===== src/rtl/reaction_ctrl.sv =====
// reaction_ctrl: reaction-timer sequencer. Random wait, lights "go",
// times the response in ms and reports result / false start / timeout.
module reaction_ctrl #(
  parameter int TICK_DIV     = 50000,
  parameter int MIN_DELAY_MS = 1000,
  parameter int MAX_RT_MS    = 9999
) (
  input  logic        clk50M,
  input  logic        rst_n,
  input  logic        start,
  input  logic        stop,
  input  logic [11:0] random_num,
  output logic        led,
  output logic        busy,
  output logic [13:0] result_ms,
  output logic        result_valid,
  output logic        false_start,
  output logic        timeout
);

  localparam int TW = (TICK_DIV > 1) ? $clog2(TICK_DIV) : 1;

  typedef enum logic [1:0] {IDLE = 2'd0, WAIT = 2'd1, REACT = 2'd2, DONE = 2'd3} state_t;

  state_t          state, nxt;
  logic [TW-1:0]   tick_cnt;
  logic [13:0]     ms_cnt;
  logic [12:0]     delay_ms, delay_d, delay_sum;
  logic            tick, clr_cnt;
  logic            led_d, busy_d, rv_d, fs_d, to_d;
  logic [13:0]     res_d;

  // 13-bit sum cannot overflow: MIN_DELAY_MS <= 4096 and random_num <= 4095.
  assign delay_sum = 13'(MIN_DELAY_MS) + {1'b0, random_num};
  assign tick      = (tick_cnt == TW'(TICK_DIV - 1));

  // State, captured delay and all outputs are registered together.
  always_ff @(posedge clk50M or negedge rst_n) begin
    if (!rst_n) begin
      state        <= IDLE;
      delay_ms     <= '0;
      led          <= 1'b0;
      busy         <= 1'b0;
      result_ms    <= '0;
      result_valid <= 1'b0;
      false_start  <= 1'b0;
      timeout      <= 1'b0;
    end else begin
      state        <= nxt;
      delay_ms     <= delay_d;
      led          <= led_d;
      busy         <= busy_d;
      result_ms    <= res_d;
      result_valid <= rv_d;
      false_start  <= fs_d;
      timeout      <= to_d;
    end
  end

  // Next-state and next-output decode; stop beats expiry/timeout, start beats stop.
  always_comb begin
    nxt     = state;
    delay_d = delay_ms;
    led_d   = led;
    busy_d  = busy;
    res_d   = result_ms;
    rv_d    = result_valid;
    fs_d    = false_start;
    to_d    = timeout;
    clr_cnt = 1'b0;
    case (state)
      IDLE, DONE: begin
        if (start) begin
          nxt     = WAIT;
          delay_d = (delay_sum == 13'd0) ? 13'd1 : delay_sum;
          busy_d  = 1'b1;
          led_d   = 1'b0;
          res_d   = '0;
          rv_d    = 1'b0;
          fs_d    = 1'b0;
          to_d    = 1'b0;
          clr_cnt = 1'b1;
        end
      end
      WAIT: begin
        if (stop) begin
          nxt    = DONE;
          fs_d   = 1'b1;
          res_d  = '0;
          led_d  = 1'b0;
          busy_d = 1'b0;
        end else if (tick && ms_cnt == {1'b0, delay_ms - 13'd1}) begin
          nxt     = REACT;
          led_d   = 1'b1;
          clr_cnt = 1'b1;
        end
      end
      REACT: begin
        if (stop) begin
          nxt    = DONE;
          res_d  = ms_cnt;
          rv_d   = 1'b1;
          led_d  = 1'b0;
          busy_d = 1'b0;
        end else if (ms_cnt == 14'(MAX_RT_MS)) begin
          nxt    = DONE;
          res_d  = 14'(MAX_RT_MS);
          to_d   = 1'b1;
          led_d  = 1'b0;
          busy_d = 1'b0;
        end
      end
      default: nxt = IDLE;
    endcase
  end

  // Millisecond timebase; restarts from zero on entry to WAIT and REACT.
  always_ff @(posedge clk50M or negedge rst_n) begin
    if (!rst_n) begin
      tick_cnt <= '0;
      ms_cnt   <= '0;
    end else if (clr_cnt) begin
      tick_cnt <= '0;
      ms_cnt   <= '0;
    end else if (state == WAIT || state == REACT) begin
      if (tick) begin
        tick_cnt <= '0;
        ms_cnt   <= ms_cnt + 14'd1;
      end else begin
        tick_cnt <= tick_cnt + TW'(1);
      end
    end
  end

endmodule


===== config.mk =====
export PLATFORM = sky130hd
export DESIGN_NAME = reaction_ctrl
export DESIGN_NICKNAME = d
export VERILOG_FILES = /design/src/rtl/reaction_ctrl.sv
export SDC_FILE = /design/constraint.sdc
export NUM_CORES = 1
export LEC_CHECK = 0
export ABC_CLOCK_PERIOD_IN_PS = 3000
export BUFFER_PORTS_ARGS = -buffer_cell sky130_fd_sc_hd__buf_2
export CAP_MARGIN = 30
export CELL_PAD_IN_SITES_DETAIL_PLACEMENT = 1
export CELL_PAD_IN_SITES_GLOBAL_PLACEMENT = 1
export CORE_ASPECT_RATIO = 1.25
export CORE_MARGIN = 2
export CORE_UTILIZATION = 44
export DETAILED_ROUTE_END_ITERATION = 16
export GPL_TIMING_DRIVEN = 0
export HOLD_SLACK_MARGIN = 0.02
export PLACE_DENSITY_LB_ADDON = 0.1
export SETUP_SLACK_MARGIN = 0.15
export SLEW_MARGIN = 20
export SYNTH_ARGS = -nofsm -noshare
export SYNTH_HDL_FRONTEND = slang
export SYNTH_SLANG_ARGS = --single-unit

===== constraint.sdc =====
create_clock -name clk50M -period 3 [get_ports clk50M]
set_input_delay 0 -clock clk50M [delete_from_list [all_inputs] [get_ports clk50M]]
set_output_delay 0 -clock clk50M [all_outputs]
set_load 0.02 [all_outputs]

==> metrics.log, run 1 <==
[metrics] I/O Pins: 35
[metrics] headroom to the max-slew limit: 0.551
[metrics] maximum VDD drop: 0.496 mV
[metrics] floorplan row count: 36
[metrics] number of DRC violations after detailed-routing iteration 0: 89
[metrics] area of the die: 8750 sq um
[metrics] worst flop-to-flop path endpoint: state[0]
[metrics] most frequent cell after synthesis: sky130_fd_sc_hd__dfrtp_1
[metrics] Synth top area share: 0.454
[metrics] latest clock arrival within the worst-skew pair: 360 ps
[metrics] global-route usage over all layers: 0.221
[metrics] share of layout cells above drive strength 1: 0.230
[metrics] placed inst area: 3840 sq um
[metrics] Async SR Flop Fraction: 1.00
[metrics] buffer cell driving the clock tree root: sky130_fd_sc_hd__clkbuf_8
[metrics] least setup slack across all paths after layout: between 150 and 200 ps
[metrics] number of cells after detailed placement: 513
[metrics] critical path's slowest cell: sky130_fd_sc_hd__or4b_4
[metrics] clock tree from TritonCTS: yes
[metrics] depth of the worst register-to-register path: 10
[metrics] max cap viols: 0
[metrics] cell type group with the largest total delay on the critical path: simple AND/OR/NAND/NOR gates
[metrics] mean post-synth cell area: between 9 and 10 sq um
[metrics] per-cell routed wire length: 16.5 microns
[metrics] final WL: 9110 microns
[metrics] Post-synth EDFFs: 0
[metrics] number of setup violations in the final report: 0
[metrics] overall via count from detail_route: 3,038
[metrics] fin crit share: 0.943
[metrics] Core Region: 7790 sq um
[metrics] DRC violations left: 0
[metrics] ratio of total power to cell area: 859 nW/um^2
[metrics] Max FO, Critical Path: 6
[metrics] fin area: 4470 sq um
[metrics] Num CTS Buffers: 9
[metrics] Final Slew Violations: 0
[metrics] placer congestion estimate: 0.890
[metrics] final cell utilization of the core: 0.574
[metrics] Remaining Overflow, GRT: 0
[metrics] Worst Max-Slew Pin Slew: 668 ps
[metrics] detailed-route vias per instance: 5.50
[metrics] Clock Sinks: 64
[metrics] synth top area cells: sky130_fd_sc_hd__dfrtp_1 45%, sky130_fd_sc_hd__xor2_1 6.0%, sky130_fd_sc_hd__xnor2_1 5.7%
[metrics] reg2reg setup slack: 170 ps
[metrics] RSZ-0062 raised after global routing: true
[metrics] commonest cells in the synthesized netlist: 64 x sky130_fd_sc_hd__dfrtp_1, 49 x sky130_fd_sc_hd__nand2_1, 39 x sky130_fd_sc_hd__o21ai_0
[metrics] launching element of the worst setup path: delay_ms[1]
[metrics] Worst Setup Path Type: register to register
[metrics] critical path launch point type: register
[metrics] via count of the first global-routing pass: 3,114
[metrics] #FFs+latches synth: 64
[metrics] FF-to-FF Start: delay_ms[1]
[metrics] die width: 84.1 microns
[metrics] pin count of the biggest net entering global routing: 41
[metrics] number of antenna violations at the first check in global routing: 0
[metrics] number of antenna diodes: 0
[metrics] data required time at the worst endpoint: 3240 ps
[metrics] run status: complete, no violations
[metrics] Fillers: 882
[metrics] starting density of the core: 0.453
[metrics] count of final hold-check violations: 0
[metrics] global-route wire length before repair: 15,200 microns
[metrics] clk slew on worst S/H paths: 70 ps
[metrics] count of nets after finishing: 475
[metrics] Critical Path Sink Type: register
[metrics] cell taking the most area after synthesis: sky130_fd_sc_hd__dfrtp_1
[metrics] pre-CTS WS: -15.3 ps
[metrics] Synth cell types: 51
[metrics] relative area change from synthesis to final layout: 26.9%
[metrics] sum of net half-perimeters after detailed placement: 6440 microns
[metrics] multi-input combinational cell area: 1960 sq um
[metrics] maximum clock insertion buffer count: 2
[metrics] vertical die dimension: 104 microns
[metrics] min Tclk post-route: about 2800 ps
[metrics] remaining antenna violation count after routing: 0
[metrics] Critical Path Most Common Cell: sky130_fd_sc_hd__nor3_4
[metrics] sequential element share of the synthesized area: 0.454
[metrics] class of the tightest hold or removal check: input pin to asynchronous set/reset pin
[metrics] instance count of the mapped netlist: 383
[metrics] Worst EP arrival: 3070 ps
[metrics] leak pwr: approximately 1.9 nW
[metrics] series of cell instances along the critical path: inv_2 > ha_4 > or4b_4 > or3_4 > buf_4 > nor4b_4 > nor3_4 > nor3_4 > a21boi_1 > o32a_1
[metrics] dominant register cell in the synthesized netlist: sky130_fd_sc_hd__dfrtp_1
[metrics] detailed-routing iteration count for the pre-antenna-repair pass: 4
[metrics] number of buffers inserted by port buffering: 34
[metrics] htree depth: 3
[metrics] Net Count, Synth: 405
[metrics] worst slack on hold paths: approximately 95 ps
[metrics] yosys synthesis warning count: 0
[metrics] worst path buffer plus inverter count: 2
[metrics] Cell Area, Synth: 3530 sq um
[metrics] maximum frequency from static timing analysis: 353 MHz
[metrics] skew final: 5.03 ps
[metrics] Crit path depth: 10
[metrics] maximum cell stage delay along the critical path: roughly 530 ps
[metrics] sequential cell area in the final layout: between 1500 and 2000 sq um
[metrics] Non-Filler Instances: between 500 and 600
==> per-layer routing <==
layer  global-route usage  routed length (microns)  vias to the layer above
li1                     -                        -                     1460
met1                0.287                     4020                     1503
met2                0.360                     4590                       60
met3               0.0302                      273                       15
met4                0.107                      226                        0
met5                    0                        0                        -
==> worst max-delay path by stage <==
stage	endpoint	slack, ps
after CTS	tick_cnt[15]	90
after floorplan	tick_cnt[6]	300
final	state[0]	170
after detailed placement	ms_cnt[6]	-20
after global routing	state[0]	60
after global placement	ms_cnt[7]	-170
==> state kept, by name, summed over array words and instances (netlist names) <==
name and cells:
led 1, state 2, false_start 1, busy 1, result_ms 14, timeout 1, tick_cnt 16, delay_ms 13
result_valid 1, ms_cnt 14
==> logic make-up after synthesis <==
| kind of cell | synth area share |
|---|---|
| AOI/OAI and AO/OA | 0.114 |
| buffers and inverters | 0.0348 |
| xor gates and xnor gates | 0.117 |
| and+or+nand+nor | 0.238 |
| DFF | 0.454 |
| adders and majority gates | 0.0213 |
| muxes | 0.0216 |
==> area by class of cell <==
type	count	share of cell area
timing repair buffer	59	0.0940
tap	95	0.0266
inverter	8	0.00671
buffer	20	0.0232
clock inverter	2	0.0134
sequential	64	0.359
multi-input combinational	291	0.438
clock buffer	13	0.0400
==> metrics by stage <==
step / setup TNS (ps) / power, mW
2_1_floorplan: 0 / 2.27
3_3_place_gp: -4550 / 2.65
3_5_place_dp: -91.2 / 2.71
4_1_cts: 0 / 3.75
5_1_grt: 0 / 4.10
6_report: 0 / 3.84
==> layout by cell type, fill, tap and decap left out, types with 3 or more instances in the layout <==
cell type,Yosys,final
sky130_fd_sc_hd__inv_1,8,6
sky130_fd_sc_hd__buf_2,2,33
sky130_fd_sc_hd__nand2_1,49,49
sky130_fd_sc_hd__nand3_1,13,13
sky130_fd_sc_hd__xor2_1,24,24
sky130_fd_sc_hd__nand4_1,8,8
sky130_fd_sc_hd__nor2b_1,3,3
sky130_fd_sc_hd__and3_1,5,5
sky130_fd_sc_hd__buf_4,0,9
sky130_fd_sc_hd__nor2_1,31,31
sky130_fd_sc_hd__nor3b_1,5,4
sky130_fd_sc_hd__xnor2_1,23,22
sky130_fd_sc_hd__or3_1,8,7
sky130_fd_sc_hd__a21oi_1,14,14
sky130_fd_sc_hd__dfrtp_1,64,62
sky130_fd_sc_hd__dlygate4sd3_1,0,16
sky130_fd_sc_hd__mux2_2,5,5
sky130_fd_sc_hd__o21ai_0,39,39
sky130_fd_sc_hd__ha_1,6,5
sky130_fd_sc_hd__nor3_1,9,9
sky130_fd_sc_hd__buf_6,2,3
sky130_fd_sc_hd__clkbuf_1,14,12
sky130_fd_sc_hd__clkbuf_8,0,13
sky130_fd_sc_hd__nor2_2,10,8
==> where the power goes <==
part           internal (mW)  switching [mW]
logic                  0.689            1.02
registers               1.07           0.174
clock network          0.554           0.341
==> timing repair <==
action | 4_1_cts | 5_1_grt
cloned | 1 | 0
setup buffers | 4 | 3
hold endpoints to repair | 80 | 0
pin swaps | 13 | 7
setup endpoints to repair | 33 | 35
resized for setup | 14 | 24
hold buffers | 16 | 0
Note: power is estimated with default switching activity, not from simulation.
==> run 2: changes to the inputs <==
Settings changed: CORE_UTILIZATION 44 to 45.
==> run 2 against run 1 <==
Against the previous run:
- sequential share of layout area increased by 0.52 points
- combinational power about the same
- register-to-register slack about the same
- sequential cell count unchanged
- global-route usage increased by 1.2 points
- via count about the same
- core utilization decreased by 0.25 points
- sequential power about the same
- non-clock buffer count unchanged
- cell count increased by 0.18%
- clock skew increased by 0.78 ps
- critical path type unchanged
==> metrics.log, run 2 (synthesis results as in run 1) <==
[metrics] most frequent standard cell in the layout excluding fill and tap cells: sky130_fd_sc_hd__dfrtp_1
[metrics] Fillers: around 890
[metrics] RSZ-0062 raised after global routing: true
[metrics] final WL: between 9000 and 10,000 microns
[metrics] number of antenna violations at the first check in global routing: 0
[metrics] DRC violations left: 0
[metrics] pin count of the biggest net entering global routing: 35
[metrics] placer congestion estimate: 0.804
[metrics] area of the die: 8570 sq um
[metrics] ratio of total power to cell area: between 800 and 900 nW/um^2
[metrics] class of the tightest hold or removal check: input pin to register
[metrics] largest registers: tick_cnt x16, ms_cnt x14, result_ms x14
[metrics] Clock Sinks: 64
[metrics] min Tclk post-route: ~2800 ps
[metrics] Max FO, Critical Path: 6
[metrics] via count of the first global-routing pass: 3,187
[metrics] clk slew on worst S/H paths: 70 ps
[metrics] maximum VDD drop: 0.701 mV
[metrics] headroom to the max-slew limit: 0.576
[metrics] fin crit share: 0.944
[metrics] launch point of the worst hold path: start
[metrics] Worst Setup Path Type: register to register
[metrics] Largest register FFs: 16
[metrics] latest clock arrival within the worst-skew pair: approximately 340 ps
[metrics] vertical die dimension: 103 microns
[metrics] Core Region: around 7700 sq um
[metrics] number of antenna diodes: 0
[metrics] FF-to-FF Start: delay_ms[0]
[metrics] Remaining Overflow, GRT: 0
[metrics] maximum clock insertion buffer count: 2
[metrics] worst flop-to-flop path endpoint: tick_cnt[6]
[metrics] Worst Max-Slew Pin Slew: 632 ps
[metrics] commonest non-fill, non-tap cells in the layout: 64 x sky130_fd_sc_hd__dfrtp_1, 49 x sky130_fd_sc_hd__nand2_1, 39 x sky130_fd_sc_hd__o21ai_0, 34 x sky130_fd_sc_hd__buf_2, 31 x sky130_fd_sc_hd__nor2_1
[metrics] global-route usage over all layers: 0.233
[metrics] htree depth: 3
[metrics] sum of net half-perimeters after detailed placement: 6700 microns
[metrics] depth of the worst register-to-register path: 11
[metrics] sequential cell area in the final layout: 1600 sq um
[metrics] I/O Pins: 35
[metrics] number of setup violations in the final report: 0
[metrics] global-route wire length before repair: 15,700 microns
[metrics] data required time at the worst endpoint: 3230 ps
[metrics] Top reg by flops: tick_cnt
[metrics] leak pwr: 1.91 nW
[metrics] series of cell instances along the critical path: inv_2 > ha_4 > or4b_4 > buf_4 > o311ai_4 > a31oi_4 > or3_4 > o32ai_4 > or2_4 > buf_6 > nor2_2
[metrics] critical path's slowest cell: sky130_fd_sc_hd__or4b_4
[metrics] relative area change from synthesis to final layout: 24.8%
[metrics] Num CTS Buffers: 9
[metrics] multi-input combinational cell area: 1940 sq um
[metrics] remaining antenna violation count after routing: 0
[metrics] clock tree from TritonCTS: yes
[metrics] maximum cell stage delay along the critical path: a little over 500 ps
[metrics] sum of internal, switching and leakage power: 3.74 mW
[metrics] starting density of the core: 0.458
[metrics] detailed-route vias per instance: ~5.5
[metrics] Worst EP arrival: 3060 ps
[metrics] cell count of the worst hold path: 3
[metrics] share of layout cells above drive strength 1: 0.227
[metrics] count of nets after finishing: 475
[metrics] count of final hold-check violations: 0
[metrics] floorplan row count: 36
[metrics] Final Slew Violations: 0
[metrics] maximum frequency from static timing analysis: 353 MHz
[metrics] die width: 83.2 microns
[metrics] Critical Path Sink Type: register
[metrics] buffer cell driving the clock tree root: sky130_fd_sc_hd__clkbuf_8
[metrics] worst slack on hold paths: 15.3 ps
[metrics] per-cell routed wire length: 17.0 microns
[metrics] end point of the worst hold path: state[1]
[metrics] detailed-routing iteration count for the pre-antenna-repair pass: 4
[metrics] run status: complete, no violations
[metrics] reg2reg setup slack: approximately 170 ps
[metrics] number of buffers inserted by port buffering: 34
[metrics] skew final: 5.81 ps
[metrics] critical path launch point type: register
[metrics] overall via count from detail_route: 3,041
[metrics] number of DRC violations after detailed-routing iteration 0: 121
[metrics] max cap viols: 0
-- run 2: worst max-delay path by stage --
stage	startpoint	endpoint	slack, ps
detailed placement	delay_ms[0]	tick_cnt[2]	-90
floorplan	delay_ms[0]	tick_cnt[6]	300
global route	delay_ms[5]	tick_cnt[6]	40
CTS	delay_ms[0]	tick_cnt[6]	130
global placement	tick_cnt[4]	tick_cnt[1]	-130
finish	delay_ms[0]	tick_cnt[6]	170
-- run 2: where the power goes --
| group | internal (mW) | switching [mW] | leakage (nW) |
|---|---|---|---|
| clock | 0.428 | 0.341 | 0.103 |
| sequential | 1.06 | 0.170 | 0.854 |
| combinational | 0.691 | 1.04 | 0.956 |
| total | 2.18 | 1.55 | 1.91 |
-- run 2: final cells by class --
cell class                      count  share of cell area
Buffer                             20              0.0224
Clock inverter                      3             0.00909
Timing Repair Buffer               59              0.0935
Inverter                            8             0.00682
Clock buffer                       13              0.0361
Tap cell                           95              0.0270
Sequential cell                    64               0.364
Multi-Input combinational cell    291               0.441
-- run 2: critical path, delay by kind of cell, from the launching register on --
family          cells  cell delay (ps)
compound gates      3              650
fa+ha+maj           1              120
buf+inv             3              370
flops               1              400
simple gates        4             1170
-- run 2: layer usage --
metal	GRT usage	up-vias	wire length, microns
met5	0	-	0
met4	0.0933	0	131
met3	0.0328	12	256
met2	0.418	45	4900
met1	0.285	1523	4130
li1	-	1461	-
-- run 2: timing repair --
| action | 4_1_cts | 5_1_grt |
|---|---|---|
| gates cloned | 1 | 0 |
| hold endpoints to repair | 75 | 0 |
| buffers inserted | 6 | 4 |
| pin swaps | 8 | 11 |
| setup endpoints to repair | 33 | 37 |
| hold buffers | 12 | 0 |
| gates resized for setup | 15 | 17 |
-- run 2: per-stage QoR --
stage | cells | util | cell area (sq um) | TNS, ps | setup WS [ps]
after floorplan | 383 | - | 3530 | 0 | 297
after global placement | 512 | 0.495 | 3820 | -3620 | -129
after detailed placement | 514 | 0.499 | 3840 | -2000 | -87.7
after CTS | 549 | 0.556 | 4280 | 0 | 129
after global routing | 553 | 0.572 | 4400 | 0 | 44.1
final | 553 | 0.572 | 4400 | 0 | 167
